<file path="src/rtl/fractal_dispatch.sv">
// Two-engine pixel dispatcher: hands raster coordinates to alternating engines and
// retires their results strictly in raster order toward the pixel packer.
module fractal_dispatch #(
    parameter int X_SIZE = 640,
    parameter int Y_SIZE = 480
) (
    input  logic        out_stream_aclk,
    input  logic        periph_reset,
    input  logic        enable,
    output logic [1:0]  eng_start,
    output logic [9:0]  eng_x,
    output logic [8:0]  eng_y,
    input  logic [1:0]  eng_ready,
    input  logic [1:0]  eng_rvalid,
    input  logic [15:0] eng_riter,
    output logic [1:0]  eng_rack,
    output logic        out_valid,
    input  logic        out_ready,
    output logic [7:0]  out_iter,
    output logic        out_sof,
    output logic        out_eol,
    output logic        frame_done
);

    localparam logic [9:0] X_LAST = 10'(X_SIZE - 1);
    localparam logic [8:0] Y_LAST = 9'(Y_SIZE - 1);

    typedef enum logic {
        ENG_FREE = 1'b0,
        ENG_BUSY = 1'b1
    } eng_state_t;

    eng_state_t eng_state      [2];
    eng_state_t eng_state_next [2];
    logic [1:0] busy;

    logic       dp, rp;
    logic [9:0] dx, rx;
    logic [8:0] dy, ry;
    logic       dispatch, retire;

    // NOTE: every signal driven here gets a default before any conditional update,
    // otherwise the unassigned paths would infer latches.
    always_comb begin
        for (int i = 0; i < 2; i++) begin
            busy[i] = (eng_state[i] == ENG_BUSY);
        end

        // busy is the registered value, so a freshly racked engine restarts a cycle later
        dispatch  = !periph_reset && enable && eng_ready[dp] && !busy[dp];
        eng_start = '0;
        if (dispatch) begin
            eng_start[dp] = 1'b1;
        end
        eng_x = dx;
        eng_y = dy;

        // Only the engine at the retire pointer may present, keeping raster order
        out_valid = eng_rvalid[rp] && busy[rp];
        out_iter  = rp ? eng_riter[15:8] : eng_riter[7:0];
        out_sof   = (rx == '0) && (ry == '0);
        out_eol   = (rx == X_LAST);
        retire    = out_valid && out_ready;
        eng_rack  = '0;
        if (retire) begin
            eng_rack[rp] = 1'b1;
        end
    end

    always_comb begin
        for (int i = 0; i < 2; i++) begin
            eng_state_next[i] = eng_state[i];
            case (eng_state[i])
                ENG_FREE: if (eng_start[i]) eng_state_next[i] = ENG_BUSY;
                ENG_BUSY: if (eng_rack[i])  eng_state_next[i] = ENG_FREE;
                default:                    eng_state_next[i] = ENG_FREE;
            endcase
        end
    end

    // NOTE: state registers use non-blocking assignments so every flop samples
    // the pre-edge values regardless of statement order.
    always_ff @(posedge out_stream_aclk or posedge periph_reset) begin
        if (periph_reset) begin
            for (int i = 0; i < 2; i++) begin
                eng_state[i] <= ENG_FREE;
            end
            dp         <= 1'b0;
            dx         <= '0;
            dy         <= '0;
            rp         <= 1'b0;
            rx         <= '0;
            ry         <= '0;
            frame_done <= 1'b0;
        end else begin
            eng_state  <= eng_state_next;
            frame_done <= retire && (rx == X_LAST) && (ry == Y_LAST);

            if (dispatch) begin
                dp <= ~dp;
                if (dx == X_LAST) begin
                    dx <= '0;
                    dy <= (dy == Y_LAST) ? '0 : dy + 9'd1;
                end else begin
                    dx <= dx + 10'd1;
                end
            end

            if (retire) begin
                rp <= ~rp;
                if (rx == X_LAST) begin
                    rx <= '0;
                    ry <= (ry == Y_LAST) ? '0 : ry + 9'd1;
                end else begin
                    rx <= rx + 10'd1;
                end
            end
        end
    end

endmodule

</file>
<file path="config.mk">
export PLATFORM = sky130hd
export DESIGN_NAME = fractal_dispatch
export DESIGN_NICKNAME = d
export VERILOG_FILES = /design/src/rtl/fractal_dispatch.sv
export SDC_FILE = /design/constraint.sdc
export NUM_CORES = 1
export LEC_CHECK = 0
export CORE_ASPECT_RATIO = 0.9
export CORE_MARGIN = 2
export CORE_UTILIZATION = 40
export CTS_CLUSTER_SIZE = 8
export DETAILED_ROUTE_END_ITERATION = 10
export PLACE_DENSITY_LB_ADDON = 0.08
export REMOVE_ABC_BUFFERS = 1
export SKIP_LAST_GASP = 1
export SLEW_MARGIN = 20
export SYNTH_ARGS = -nofsm -noshare
export SYNTH_HDL_FRONTEND = slang
export SYNTH_SLANG_ARGS = --single-unit
</file>
<file path="constraint.sdc">
create_clock -name out_stream_aclk -period 2.4 [get_ports out_stream_aclk]
set_clock_uncertainty 0.2 [all_clocks]
set_input_delay 0.48 -clock out_stream_aclk [delete_from_list [all_inputs] [get_ports out_stream_aclk]]
set_output_delay 0.48 -clock out_stream_aclk [all_outputs]
set_load 0.02 [all_outputs]
</file>
Word-level counts from Yosys, hierarchy flattened
Cells that the tools add are included.
{"block": "totals", "register_bits": 43, "latchBits": 0, "mem_bits_rw": 0, "mem_bits_ro": 0, "inputBits": 24, "output_inout_bits": 35, "memories": 0}
{"block": "op_classes", "add_sub_neg": 4, "multipliers": 0, "div_mod_pow": 0, "order_cmp": 4, "n_eq_ne": 4, "shifts": 0, "muxes": 25, "bitwise": 4, "n_reduce_logical": 16}
{"cell": "$add 10x1->10 const B", "count": 2}
{"cell": "$eq 10x10->1 const B", "count": 2}
{"cell": "$mux 10", "count": 2}
{"cell": "$add 9x1->9 const B", "count": 2}
{"cell": "$eq 9x9->1 const B", "count": 2}
{"cell": "$mux 9", "count": 2}
{"cell": "$mux 1", "count": 14}
{"cell": "$logic_and 1x1->1", "count": 10}
{"cell": "$logic_not 10->1", "count": 1}
{"cell": "$logic_not 9->1", "count": 1}
{"cell": "$mux 8", "count": 1}
{"cell": "$lt 1x2->1 const B", "count": 2}
{"cell": "$mux 2", "count": 2}
{"cell": "$not 1->1", "count": 4}
{"cell": "$pmux 1 s2", "count": 2}
{"cell": "$reduce_and 2->1", "count": 2}
{"cell": "$demux 1 s1", "count": 2}
{"cell": "$ge 1x1->1 const B", "count": 2}
{"cell": "$logic_not 1->1", "count": 2}

Depth between registers and ports, before layout
{"block": "depth", "ltp_word": 7, "mapped_depth": 7, "ltp_nobuf": 6}

Least setup slack after synthesis
OpenSTA, ideal clock, no wires.
{"block": "synth_path", "kind": "register to output", "startpoint": "reg ry[0]", "endpoint": "out out_sof", "t_arrival_ns": 1.693, "t_required_ns": 1.720, "slack_ns": 0.027, "path_stages_with_launch": 6, "n_path_buf": 0, "cell_sequence": "dfrtp_1 inv_1 ha_1 nor4b_1 nand4_1 nor4b_1"}
{"block": "synth_between", "elab_chain_cells": 2}
{"item": "from (decl)", "line_no": "39", "text": "logic [8:0] dy, ry;"}
{"item": "from (signal assigned)", "line_no": "113", "text": "ry <= (ry == Y_LAST) ? '0 : ry + 9'd1;"}
{"item": "$logic_not 9->1", "line_no": "61", "text": "out_sof = (rx == '0) && (ry == '0);"}
{"item": "$logic_and 1x1->1", "line_no": "61"}
{"item": "to (decl)", "line_no": "20", "text": "output logic out_sof,"}
No other way between the ends.

Worst setup path in the final report
{"block": "layout_path", "startpoint": "in eng_ready[0]", "endpoint": "out eng_start[1]"}
{"block": "layout_between", "elab_chain_cells": 5}
{"item": "from (decl)", "line_no": "13", "text": "input logic [1:0] eng_ready,"}
{"item": "$mux 1 (implied by the code) (2 in series)", "line_no": "50", "text": "dispatch = !periph_reset && enable && eng_ready[dp] && !busy[dp];"}
{"item": "$logic_and 1x1->1 (2 in series)", "line_no": "50"}
{"item": "$mux 2", "line_no": "52", "text": "if (dispatch) begin"}
{"item": "to (decl)", "line_no": "10", "text": "output logic [1:0] eng_start,"}
No other way between the ends. The select of a mux whose other input is x is not followed.

==> results.ini <==
[grt]
grt_pass1_wl_mm=9.17
antenna_found_initial=0
grt_pass1_vias=2029
track_usage_pct=17.5
grt-ovfl-total=0
grt_max_degree=44

[finish]
final_layout_size_suffix_gt1_share_pct=23.1
stdcell_area_sq_um=3370
layout.nets=363
fillers=505
areaGrowthSynthToFinish_pct=46.3
post-route-util_pct=60.0
diodes=0

[worst_setup_path]
cp-end-kind=output port
crit_path_start_kind=input port
r2r_setup_slack_ns=0.25
cp_data_arrival_time_ns=1.72
crit_required_ns=1.72
critPathMaxFanout=2
path_class=input port to output port
reg2reg_from=eng_x[0]$_DFFE_PP0N_
rr_endpoint=eng_y[7]$_DFFE_PP0P_
r2r_cells=6

[sta]
tightest_slew_ns=0.565
drv_slew=0
fin_crit_sh_pct=99.8
rsz0062_at_grt=yes
slew_headroom_pct=62.4
final.setup.tns_ns=0
hold_viol_final=0
fmax_mhz=418
finalCriticalPeriod_ns=2.40
setup_viol=0

[logic_synthesis]
synth-main-ff-cell=dfrtp_1
synth_top_cell_by_area=dfrtp_1
syn_inst=233
ys_seq_area_share_pct=46.7
synth_top_cells_by_area=dfrtp_1 47%, nand2_1 5.0%, mux2_2 4.9%
netlist_area_sq_um=2310
synth_seq_cells=43
synthArstFlopShare_pct=100
synth.top_cell.area_share_pct=46.7
yosys_warnings=0
ys_top_cells_by_count=43 x dfrtp_1, 31 x nand2_1, 17 x o21ai_0, 16 x nand3_1, 14 x nor2_1
yosysMostFrequentCell=dfrtp_1
synth_edf_count=0
avgSynthCellArea_sq_um=9.90
synth_cell_types=45

[clocking]
clkSinkCount=43
clk_path_buf_depth=2
clkLatencyLatePin_ns=0.29
cts_root_buf=clkbuf_8
clk_pin_slew_ns=0.08
cts_buffers=5
cts_tree=built
ctsHtreeMaxLevel=2

[placed_design]
place_area_sq_um=3220
io_buffers=58
gp_congestion=0.802
dpl.hpwl_mm=3.83

[pwr]
power_leakage_nw=1.58
power_switching_mw=0.784
p_seq_share_pct=40.6
clkPwrFrac_pct=22.1
intPower_mw=1.55
pwr_density_cell_nw_per_um2=692
combPwrFrac_pct=37.4
max-vdd-ir-drop_v=0.000433
swShare_pct=33.6

[detailed_routing]
wl_met2_mm=2.38
drc_errors=0
vias=2047
drt-initial-drc-count=97
met3_length_um=275
drt-met1-wl_mm=2.49
routed.top_layer=met4
routedWlPerCell_um=12.8
drt-pass1-iter-count=4
viasPerCell=5.07
drt_wl_total_mm=5.19
ant_nets=0

[job]
drv_cap=0

[floorplan]
pin_count=59
die_h_um=76.0
start_util_pct=41.0
num_rows=26
core-area_sq_um=5630
fp.dieW_um=84.0
die-area_sq_um=6390

[worst_hold_path]
min_path_type=flip-flop to flip-flop
hp-start=rx[8]$_DFFE_PP0N_
min_to=rx[8]$_DFFE_PP0N_
min_path_cells=1

[outcome]
status=complete, no violations

-- timing repair --
item,CTS,global route
setup buffers,2,2
gates resized for setup,22,16
endpoints found under the setup margin,15,12
pin swaps,0,4
hold buffers,0,0
-- cell families after synthesis --
group / count (synthesis) / share of synthesized area, %
adders and majority gates: 6 / 3.26
and+or+nand+nor: 109 / 26.9
muxes: 11 / 5.32
AOI/OAI and AO/OA: 33 / 8.95
buffers and inverters: 14 / 2.50
DFF: 43 / 46.7
xor gates and xnor gates: 17 / 6.46
-- critical path, cell delays in order --
cell             delay, ns
clkdlybuf4s50_1       0.44
or2b_4                0.27
a21oi_4               0.12
and2_4                0.16
nand2_2               0.06
inv_2                 0.07
buf_6                 0.11
-- area by class of cell --
cell class / count / area, sq um / share of cell area (%)
repair buffers: 97 / 873 / 25.9
well taps: 70 / 87.6 / 2.60
inverters: 10 / 37.5 / 1.11
clock buffers: 8 / 100 / 2.97
flip-flops and latches: 43 / 1080 / 31.9
multi-input cells: 176 / 1200 / 35.5
-- cells in the final DEF, fill, tap and decap left out, types with 2 or more instances in the layout --
| cell type | synthesis | final |
|---|---|---|
| clkdlybuf4s50_1 | 0 | 43 |
| dfrtp_1 | 43 | 42 |
| buf_4 | 1 | 38 |
| nand2_1 | 31 | 30 |
| o21ai_0 | 17 | 17 |
| nand3_1 | 16 | 16 |
| nor2_1 | 14 | 14 |
| xnor2_1 | 11 | 11 |
| nand4_1 | 11 | 11 |
| mux2_2 | 10 | 10 |
| inv_1 | 10 | 9 |
| dlymetal6s2s_1 | 0 | 8 |
| clkbuf_8 | 0 | 7 |
| xor2_1 | 6 | 6 |
| ha_1 | 6 | 6 |
| and4_1 | 5 | 5 |
| o31ai_1 | 5 | 5 |
| nor3_1 | 4 | 4 |
| or2b_1 | 3 | 3 |
| a21oi_1 | 3 | 3 |
| and2_1 | 4 | 3 |
| dlygate4sd2_1 | 0 | 3 |
| buf_2 | 1 | 3 |
| nand2_2 | 1 | 2 |
| nor2b_1 | 2 | 2 |
| and3_1 | 2 | 2 |
| a22o_1 | 2 | 2 |
| nor4b_2 | 0 | 2 |
| or4b_1 | 2 | 2 |
-- metal layers --
| metal | up-vias | global-route usage, % |
|---|---|---|
| met5 | - | 0 |
| li1 | 1027 | - |
| met1 | 959 | 24.2 |
| met4 | 0 | 5.97 |
| met3 | 6 | 3.47 |
| met2 | 55 | 27.6 |
-- stage by stage --
step / setup WS [ns] / total power, mW / instances / hold slack, ns
2_1_floorplan: 0.0269 / 1.40 / 229 / 0.260
3_3_place_gp: -0.555 / 1.81 / 392 / 0.296
3_5_place_dp: -0.564 / 1.81 / 392 / 0.297
4_1_cts: -0.128 / 2.35 / 402 / 0.312
5_1_grt: -0.0545 / 2.49 / 404 / 0.342
6_report: 0.00499 / 2.34 / 404 / 0.309
-- registers in the layout, indices dropped and copies added (netlist names) --
| signal | cells |
|---|---|
| rx | 10 |
| busy | 2 |
| eng_y | 9 |
| eng_x | 10 |
| ry | 9 |
| rp | 1 |
| frame_done | 1 |
| dp | 1 |
-- worst max-delay path by stage --
stage,depth (start not counted),from,end
finish,7,eng_ready[0],eng_start[1]
CTS,7,eng_ready[0],eng_start[1]
detailed placement,7,eng_ready[0],eng_start[1]
global placement,7,eng_ready[0],eng_start[1]
global route,5,ry[6]$_DFFE_PP0P_,out_sof
floorplan,5,ry[0]$_DFFE_PP0P_,out_sof
-- power groups by stage --
stage | clock [mW] | combinational (mW) | sequential, mW
finish | 0.515 | 0.873 | 0.948
CTS | 0.530 | 0.875 | 0.944
global route | 0.568 | 0.958 | 0.965
floorplan | 0 | 0.388 | 1.01
global placement | 0 | 0.822 | 0.986
detailed placement | 0 | 0.829 | 0.983
Note: power is estimated with default switching activity, not from simulation.
